==> config.mk <==
export PLATFORM = sky130hd
export DESIGN_NAME = flag_matcher
export DESIGN_NICKNAME = d
export VERILOG_FILES = /design/src/rtl/flag_matcher_pkg.sv /design/src/rtl/flag_matcher_lfsr.sv /design/src/rtl/flag_matcher.sv
export SDC_FILE = /design/constraint.sdc
export NUM_CORES = 1
export LEC_CHECK = 0
export BUFFER_PORTS_ARGS = -buffer_cell sky130_fd_sc_hd__buf_4
export CORE_AREA = 2 2 63 65
export DETAILED_ROUTE_END_ITERATION = 8
export DIE_AREA = 0 0 65 67
export PLACE_DENSITY = 0.66
export SLEW_MARGIN = 20
export SYNTH_ARGS = -nofsm -noshare
export SYNTH_HDL_FRONTEND = slang
export SYNTH_SLANG_ARGS = --single-unit
==> constraint.sdc <==
create_clock -name clk -period 3 [get_ports clk]
set_input_delay 0.6 -clock clk [delete_from_list [all_inputs] [get_ports clk]]
set_output_delay 0.6 -clock clk [all_outputs]
set_load 0.05 [all_outputs]
==> src/rtl/flag_matcher_pkg.sv <==
// Shared constants for flag_matcher: state encoding, reference character ROM and LFSR constants.
// FLAG_MATCHER_LFSR_OBF_EN selects a ROM pre-whitened with the LFSR keystream.
package flag_matcher_pkg;

  localparam int DATA_W_DEF   = 7;
  localparam int FLAG_LEN_DEF = 49;

  localparam logic [15:0] LFSR_SEED = 16'hACE1;
  // Fibonacci taps 16,14,13,11 seen as bits 0,2,3,5 of a right-shifting register
  localparam logic [15:0] LFSR_TAPS = 16'h002D;

  typedef enum logic [1:0] {
    ST_IDLE = 2'd0,
    ST_RUN  = 2'd1,
    ST_FAIL = 2'd2
  } state_e;

  localparam logic [8*FLAG_LEN_DEF-1:0] FLAG_STR =
    "flag{lfsr_obfuscated_rom_matcher_on_sv_rtl_2024!}";

  typedef logic [FLAG_LEN_DEF-1:0][DATA_W_DEF-1:0] rom_t;

  function automatic logic [15:0] lfsr_next(input logic [15:0] s);
    return {^(s & LFSR_TAPS), s[15:1]};
  endfunction

  // Character i sits in the low DATA_W bits of byte i (first character is the MSB byte)
  function automatic rom_t build_rom();
    rom_t        r;
    logic [15:0] s;
    r = '{default: {DATA_W_DEF{1'b0}}};
    s = LFSR_SEED;
    for (int i = 0; i < FLAG_LEN_DEF; i++) begin
`ifdef FLAG_MATCHER_LFSR_OBF_EN
      r[i] = FLAG_STR[8*(FLAG_LEN_DEF-1-i) +: DATA_W_DEF] ^ s[DATA_W_DEF-1:0];
      s    = lfsr_next(s);
`else
      r[i] = FLAG_STR[8*(FLAG_LEN_DEF-1-i) +: DATA_W_DEF];
`endif
    end
    return r;
  endfunction

  localparam rom_t ROM = build_rom();

endpackage

==> src/rtl/flag_matcher_lfsr.sv <==
// 16-bit Fibonacci LFSR keystream; exists only when FLAG_MATCHER_LFSR_OBF_EN is defined.
`ifdef FLAG_MATCHER_LFSR_OBF_EN
module flag_lfsr
  import flag_matcher_pkg::*;
(
  input  logic        clk,
  input  logic        rst,
  input  logic        reseed,
  input  logic        step,
  output logic [15:0] state
);

  logic [15:0] lfsr_r;

  // Reseed wins over stepping so a cleared submission restarts the keystream at character 0
  always_ff @(posedge clk) begin
    if (rst) begin
      lfsr_r <= LFSR_SEED;
    end else if (reseed) begin
      lfsr_r <= LFSR_SEED;
    end else if (step) begin
      lfsr_r <= lfsr_next(lfsr_r);
    end else begin
      lfsr_r <= lfsr_r;
    end
  end

  assign state = lfsr_r;

endmodule
`endif

==> src/rtl/flag_matcher.sv <==
// Sequential flag checker: accepts one character per en and reports win/fail with a running count.
// With FLAG_MATCHER_LFSR_OBF_EN defined, characters are whitened with flag_lfsr before comparison.
module flag_matcher
  import flag_matcher_pkg::*;
#(
  parameter int DATA_W   = DATA_W_DEF,
  parameter int FLAG_LEN = FLAG_LEN_DEF,
  parameter int CNT_W    = $clog2(FLAG_LEN + 2)
) (
  input  logic              clk,
  input  logic              rst,
  input  logic              en,
  input  logic              clear,
  input  logic [DATA_W-1:0] next_byte,
  output logic              win,
  output logic              fail,
  output logic [CNT_W-1:0]  byte_count
);

  state_e             state_r, state_nxt_s;
  logic [CNT_W-1:0]   cnt_r, cnt_nxt_s;
  logic               win_r, fail_r;
  logic [CNT_W-1:0]   idx_s;
  logic [DATA_W-1:0]  cmp_s;
  logic [DATA_W-1:0]  exp_s;
  logic               match_s;

`ifdef FLAG_MATCHER_LFSR_OBF_EN
  logic [15:0] lfsr_s;

  flag_lfsr u_lfsr (
    .clk    (clk),
    .rst    (rst),
    .reseed (clear),
    .step   (en),
    .state  (lfsr_s)
  );

  assign cmp_s = next_byte ^ lfsr_s[DATA_W-1:0];
`else
  assign cmp_s = next_byte;
`endif

  // ROM index equals characters accepted so far; clamp once past the end
  always_comb begin
    idx_s = {CNT_W{1'b0}};
    if (cnt_r < CNT_W'(FLAG_LEN)) begin
      idx_s = cnt_r;
    end else begin
      idx_s = {CNT_W{1'b0}};
    end
  end

  assign exp_s   = DATA_W'(ROM[idx_s]);
  assign match_s = (cmp_s == exp_s);

  // Next state and count; clear outranks en and discards the same-cycle character
  always_comb begin
    state_nxt_s = state_r;
    cnt_nxt_s   = cnt_r;
    if (clear) begin
      state_nxt_s = ST_IDLE;
      cnt_nxt_s   = {CNT_W{1'b0}};
    end else if (en) begin
      case (state_r)
        ST_IDLE: begin
          cnt_nxt_s   = CNT_W'(1);
          state_nxt_s = match_s ? ST_RUN : ST_FAIL;
        end
        ST_RUN: begin
          if (cnt_r < CNT_W'(FLAG_LEN)) begin
            cnt_nxt_s   = cnt_r + CNT_W'(1);
            state_nxt_s = match_s ? ST_RUN : ST_FAIL;
          end else begin
            cnt_nxt_s   = CNT_W'(FLAG_LEN + 1);
            state_nxt_s = ST_FAIL;
          end
        end
        ST_FAIL: begin
          state_nxt_s = ST_FAIL;
          if (cnt_r < CNT_W'(FLAG_LEN + 1)) begin
            cnt_nxt_s = cnt_r + CNT_W'(1);
          end else begin
            cnt_nxt_s = CNT_W'(FLAG_LEN + 1);
          end
        end
        default: begin
          state_nxt_s = ST_IDLE;
          cnt_nxt_s   = {CNT_W{1'b0}};
        end
      endcase
    end else begin
      state_nxt_s = state_r;
      cnt_nxt_s   = cnt_r;
    end
  end

  // State register; flags are registered from the next-state view so they track the state exactly
  always_ff @(posedge clk) begin
    if (rst) begin
      state_r <= ST_IDLE;
      cnt_r   <= {CNT_W{1'b0}};
      win_r   <= 1'b0;
      fail_r  <= 1'b0;
    end else begin
      state_r <= state_nxt_s;
      cnt_r   <= cnt_nxt_s;
      win_r   <= (state_nxt_s == ST_RUN) && (cnt_nxt_s == CNT_W'(FLAG_LEN));
      fail_r  <= (state_nxt_s == ST_FAIL);
    end
  end

  assign win        = win_r;
  assign fail       = fail_r;
  assign byte_count = cnt_r;

endmodule

==> impl_metrics.tcl, run 1 <==
set metrics [dict create \
    ctsHoldBuffers 0 \
    ys_seq_area_share_pct 14.3 \
    status "finished with violations" \
    layout.nets 245 \
    vias 1608 \
    dieArea_um2 4360 \
    hold-path-cell-count 2 \
    required_ns 3.11 \
    synth_flop_cell "dfxtp_1" \
    synthTopCellsByArea "dfxtp_1 (14%), ha_1 (8.9%), a21oi_1 (5.4%)" \
    crit_slowest_cell "mux4_2" \
    portBuffers 18 \
    worst_slew_pin_slew_ns 0.363 \
    syn_area_per_cell_um2 7.29 \
    worst_r2r_endpoint "fail$_SDFF_PP0_" \
    globalplace.congestion 0.894 \
    post-place-cells 264 \
    final_max_slew_viol_count 0 \
    holdWs_ns 0.544 \
    setup_slack_ns -0.0284 \
    syn-num-nets 213 \
    violations "negative setup slack" \
    drt_iter0_drc 239 \
    synth-seq-cells 10 \
    period_minus_slack_ns 3.03 \
    finClkSkew_ns 0.00327 \
    fin_crit_sh_pct 101 \
    ff2ff_path_depth 14 \
    worstPathCellList "inv_4, ha_4, or3b_4, nand2_4, nand2_8, inv_8, ha_4, inv_2, mux4_2, o21ai_2, a31oi_2, mux2_4, nor4_4, o22ai_1" \
    clock_sinks 10 \
    avgRoutedWirePerCell_um 16.9 \
    grt_antenna_before_repair 0 \
    rsz0062_at_grt "yes" \
    final_hold_viol_count 0 \
    slew_headroom_pct 75.2 \
    rows 22 \
    max-vdd-ir-drop_mv 0.272 \
    drive_gt1_share_pct 34.1 \
    worst_path_largest_cell_delay_ns 0.46 \
    die_w_um 65 \
    min_from "rst" \
    setup-violations-final 2 \
    clk_latency_ns 0.24 \
    vias_per_cell 5.93 \
    diodes 0 \
    crit_top_cell "ha_4" \
    cp_data_arrival_time_ns 3.14 \
    yosysWarnings 0 \
    clkTransAtPathRegs_ns 0.05 \
    grt_max_degree 34 \
    fmax_mhz 330 \
    startpoint_type "register" \
    hold_path_end "byte_count[5]$_SDFF_PP0_" \
    cts_tree "done" \
    crit_path_end_kind "register" \
    leakage_nw 0.746 \
    r2r_slack_ns -0.03 \
    final_cells 271 \
    path_class "register to register" \
    drv_cap 0 \
    die-height_um 67 \
    initial_core_util_pct 38.8 \
    dpl.hpwl_um 3290 \
    yosysTopAreaCell "dfxtp_1" \
    cts_made_buffers 3 \
    powerDensity_nw_per_um2 212 \
    synth_edf_count 0 \
    place_ws_ns -0.0505 \
    gr-usage-all-layers_pct 21.5 \
    hp-class "input port to register" \
    synthCells 192 \
    worstPathMaxFanout 5 \
    cts_root_buffer "clkbuf_8" \
    overflow 0 \
    area_growth_pct 36.7 \
    synth_top_area_share_pct 14.3 \
    synthArstFlopShare_pct 0 \
    drc 0 \
    cts_buffer_depth 2 \
    syn-cell-area_um2 1400 \
    coreArea_um2 3610 \
    ant_nets 0 \
    io_pins 19 \
    fillers 346 \
    grt_pass1_vias 1489 \
    drt_wl_total_um 4580 \
    grt_pass1_wl_um 7170 \
    synth_cell_types 52 \
    r2r_start "byte_count[1]$_SDFF_PP0_" \
    htreeDepth 1 \
    dr.pass1.iters 4 \
]
-- repair_timing --
item                       in CTS  in global routing
buffers inserted                0                  3
pin swaps                       6                  7
setup endpoints to repair       4                  4
resized for setup               7                  9
-- metal layers --
layer | vias up | part of all wire, % | global-route usage, %
met5 | - | 0 | 0
met1 | 731 | 43 | 28.2
met3 | 12 | 7.2 | 1.18
li1 | 772 | - | -
met4 | 0 | 1.8 | 8.51
met2 | 93 | 48 | 36.6
-- cells in the mapped netlist (all sizes together), types with 3 or more instances --
library cell  count
a211oi            4
a21oi            15
a31oi             4
buf               6
clkbuf            5
dfxtp            10
ha               10
inv              13
mux2i             3
nand2            18
nand2b            7
nand3             5
nor2             15
nor2b             5
nor3              3
o211ai            5
o21ai            14
o22ai             5
xnor2             3
xor2              4
-- cells by family (layout without fill, tap and decap cells) --
logic type,Yosys count,count (layout),synth area share (%)
compound gates,69,69,33.4
simple gates,65,65,24.6
buf+inv,24,55,7.42
fa+ha+maj,10,10,8.94
flops,10,10,14.3
xor+xnor,7,7,4.38
mux,7,7,6.98
-- flip-flops by register name, summed over array words and instances (netlist names) --
register and flops:
state_r 2, fail 1, win 1, byte_count 6
-- power breakdown --
group          leakage (nW)  total, mW  internal [mW]  switching [mW]
clock                0.0288      0.172          0.116          0.0562
combinational         0.635     0.0969         0.0450          0.0519
sequential           0.0822      0.137          0.135         0.00227
-- worst max path at each step --
stage | slack, ns | end | startpoint | depth (start not counted)
floorplan | -0.08 | fail$_SDFF_PP0_ | byte_count[1]$_SDFF_PP0_ | 15
global placement | 0.04 | fail$_SDFF_PP0_ | byte_count[0]$_SDFF_PP0_ | 14
detailed placement | -0.05 | fail$_SDFF_PP0_ | byte_count[1]$_SDFF_PP0_ | 14
CTS | -0.01 | fail$_SDFF_PP0_ | byte_count[1]$_SDFF_PP0_ | 14
global route | -0.16 | state_r[1]$_SDFF_PP0_ | byte_count[1]$_SDFF_PP0_ | 14
finish | -0.03 | fail$_SDFF_PP0_ | byte_count[1]$_SDFF_PP0_ | 14
-- cells in the final DEF (no fill, tap or decap), types with 7 or more instances in the layout --
| master | synthesis | routed |
|---|---|---|
| nor2_1 | 15 | 15 |
| o21ai_0 | 12 | 11 |
| buf_4 | 0 | 38 |
| dfxtp_1 | 10 | 8 |
| a21oi_1 | 15 | 15 |
| nand2b_1 | 7 | 7 |
| nand2_1 | 18 | 15 |
-- stage by stage --
step	power, mW	instance area (µm²)	util (%)	TNS, ns
final	0.406	1910	53.0	-0.0427
after CTS	0.404	1850	51.4	-0.0103
after global placement	0.228	1760	48.8	0
after floorplan	0.192	1510	-	-0.234
after global routing	0.425	1910	53.0	-0.530
after detailed placement	0.229	1760	48.8	-0.100
-- area by class of cell --
type                       count  area, µm²  share of cell area, %
timing repair buffer          38        285                   14.9
inverter                      13       61.3                   3.21
multi-input combinational    158       1240                   65.1
tap                           48       60.1                   3.14
clock buffer                   4       55.1                   2.88
sequential                    10        205                   10.7
-- critical path, delay by kind of cell, from the launching register on --
kind / cells / cell delay [ns]
flip-flops: 1 / 0.34
buffers and inverters: 3 / 0.17
AND/OR/NAND/NOR: 4 / 0.99
adder cells (fa/ha/maj): 2 / 0.23
AO/OA/AOI/OAI: 3 / 0.35
multiplexers: 2 / 0.80
Power figures use the tool's default switching activity.
==> inputs of run 2 (changes only) <==
Settings changed: RECOVER_POWER set to 25, SETUP_SLACK_MARGIN set to 0.15, TNS_END_PERCENT set to 1.
==> impl_metrics.tcl, run 2 (synthesis results as in run 1) <==
set metrics [dict create \
    final_max_slew_viol_count 0 \
    drive_gt1_share_pct 32.4 \
    hold_path_end "byte_count[5]$_SDFF_PP0_" \
    gr-usage-all-layers_pct 22.3 \
    clock_sinks 10 \
    grt_pass1_wl_um 7330 \
    hp-class "input port to register" \
    layout.nets 247 \
    vias 1591 \
    cts_root_buffer "clkbuf_8" \
    path_class "register to register" \
    met2_usage_pct 38.5 \
    met1_usage_pct 28.7 \
    drc 0 \
    status "completed" \
    worst_r2r_endpoint "fail$_SDFF_PP0_" \
    worst_path_largest_cell_delay_ns 0.40 \
    slew_headroom_pct 60.0 \
    final_common_cell "buf_4" \
    htreeDepth 1 \
    initial_core_util_pct 38.8 \
    cts_tree "done" \
    period_minus_slack_ns 2.99 \
    crit_buf_inv 1 \
    grt_antenna_before_repair 0 \
    avgRoutedWirePerCell_um 16.2 \
    diodes 0 \
    rsz0062_at_grt "yes" \
    fin_crit_sh_pct 99.5 \
    drt_wl_total_um 4420 \
    cp_data_arrival_time_ns 3.11 \
    setup-violations-final 0 \
    globalplace.congestion 0.915 \
    cts_made_buffers 3 \
    portBuffers 18 \
    crit_slowest_cell "nor4_4" \
    finClkSkew_ns 0.00348 \
    overflow 0 \
    grt.busiest_layer "met2" \
    cts_buffer_depth 2 \
    worstPathCellList "inv_2, ha_4, or3b_4, nand2_4, nand2_4, ha_4, mux2i_1, a2bb2oi_2, o22ai_4, a2111oi_2, nand4_1, nor4_4, o22ai_1" \
    worstPathMaxFanout 5 \
    fillers 362 \
    place_ws_ns -0.0150 \
    die-height_um 67 \
    ant_nets 0 \
    grt_max_degree 34 \
    fmax_mhz 335 \
    setup_slack_ns 0.0138 \
    r2r_start "byte_count[0]$_SDFF_PP0_" \
    ctsHoldBuffers 0 \
    final_hold_viol_count 0 \
    die_w_um 65 \
    fin_util_pct 52.5 \
    grtUsageMet3_pct 1.18 \
    min_from "rst" \
    final_cell_mix "buf_4 (38), nor2_1 (15), a21oi_1 (15), nand2_1 (15), o21ai_0 (12)" \
    area_growth_pct 35.2 \
    startpoint_type "register" \
    required_ns 3.12 \
    dieArea_um2 4360 \
    clkTransAtPathRegs_ns 0.05 \
    drt_iter0_drc 129 \
    vias_per_cell 5.83 \
    hold-path-cell-count 2 \
    largest_reg_flops 6 \
    ff2ff_path_depth 13 \
    powerDensity_nw_per_um2 215 \
    leakage_nw 0.742 \
    max-vdd-ir-drop_mv 0.227 \
    crit_path_end_kind "register" \
    p_total_uw 407 \
    worst_slew_pin_slew_ns 0.602 \
    clk_latency_ns 0.25 \
    r2r_slack_ns 0.01 \
    dr.pass1.iters 4 \
    cp_top_family "simple AND/OR/NAND/NOR gates" \
    coreArea_um2 3610 \
    rows 22 \
    grt_pass1_vias 1530 \
    io_pins 19 \
    dpl.hpwl_um 3180 \
    drv_cap 0 \
]
[run 2: changes by cell type in the layout (fill, tap and decap cells not counted), sizes merged]
cell	before	now
clkbuf	4	6
[run 2: timing repair]
action                     in CTS  in global routing
pin swaps                       9                  2
buffers inserted                3                  0
gates cloned                    0                  0
setup endpoints to repair       4                  4
hold endpoints to repair        0                  0
resized for setup               9                  0
[run 2: where the power goes]
part / leakage [nW] / switching [mW] / internal, mW
logic: 0.631 / 0.0516 / 0.0459
registers: 0.0822 / 0.00234 / 0.135
clock network: 0.0288 / 0.0565 / 0.116
total: 0.742 / 0.111 / 0.297
[run 2: layout make-up]
type / instances / area (µm²) / share of cell area [%]
inverter: 13 / 56.3 / 2.98
timing repair buffer: 40 / 293 / 15.5
clock buffer: 4 / 55.1 / 2.91
multi-input combinational: 158 / 1220 / 64.6
tap: 48 / 60.1 / 3.17
sequential: 10 / 205 / 10.8
[run 2: worst max path at each step]
| stage | to | start | slack [ns] | depth (start not counted) |
|---|---|---|---|---|
| 4_1_cts | fail$_SDFF_PP0_ | byte_count[0]$_SDFF_PP0_ | 0.06 | 14 |
| 3_3_place_gp | fail$_SDFF_PP0_ | byte_count[0]$_SDFF_PP0_ | 0.03 | 15 |
| 6_report | fail$_SDFF_PP0_ | byte_count[0]$_SDFF_PP0_ | 0.01 | 13 |
| 2_1_floorplan | fail$_SDFF_PP0_ | byte_count[1]$_SDFF_PP0_ | -0.08 | 15 |
| 5_1_grt | state_r[1]$_SDFF_PP0_ | byte_count[0]$_SDFF_PP0_ | -0.17 | 14 |
| 3_5_place_dp | fail$_SDFF_PP0_ | byte_count[0]$_SDFF_PP0_ | -0.01 | 15 |
[run 2: stage by stage]
| step | instances | cell area (µm²) | hold WS, ns | setup TNS (ns) |
|---|---|---|---|---|
| after floorplan | 192 | 1510 | 0.524 | -0.218 |
| after global placement | 266 | 1770 | 0.535 | 0 |
| after detailed placement | 266 | 1770 | 0.561 | -0.0150 |
| after CTS | 273 | 1900 | 0.537 | 0 |
| after global routing | 273 | 1890 | 0.546 | -0.577 |
| final | 273 | 1890 | 0.539 | 0 |
[run 2: worst reg2reg max path, delay by kind of cell (launching register included)]
kind	cells	cell delay [ns]
simple gates	5	1.19
flops	1	0.32
mux	1	0.09
compound gates	4	0.76
fa+ha+maj	2	0.44
buf+inv	1	0.07
[run 2: routing by layer]
| metal | routed length (µm) | up-vias | part of all wire [%] |
|---|---|---|---|
| li1 | - | 777 | - |
| met3 | 308 | 9 | 7.0 |
| met2 | 2130 | 75 | 48 |
| met1 | 1880 | 730 | 42 |
| met4 | 100 | 0 | 2.3 |
| met5 | 0 | - | 0 |
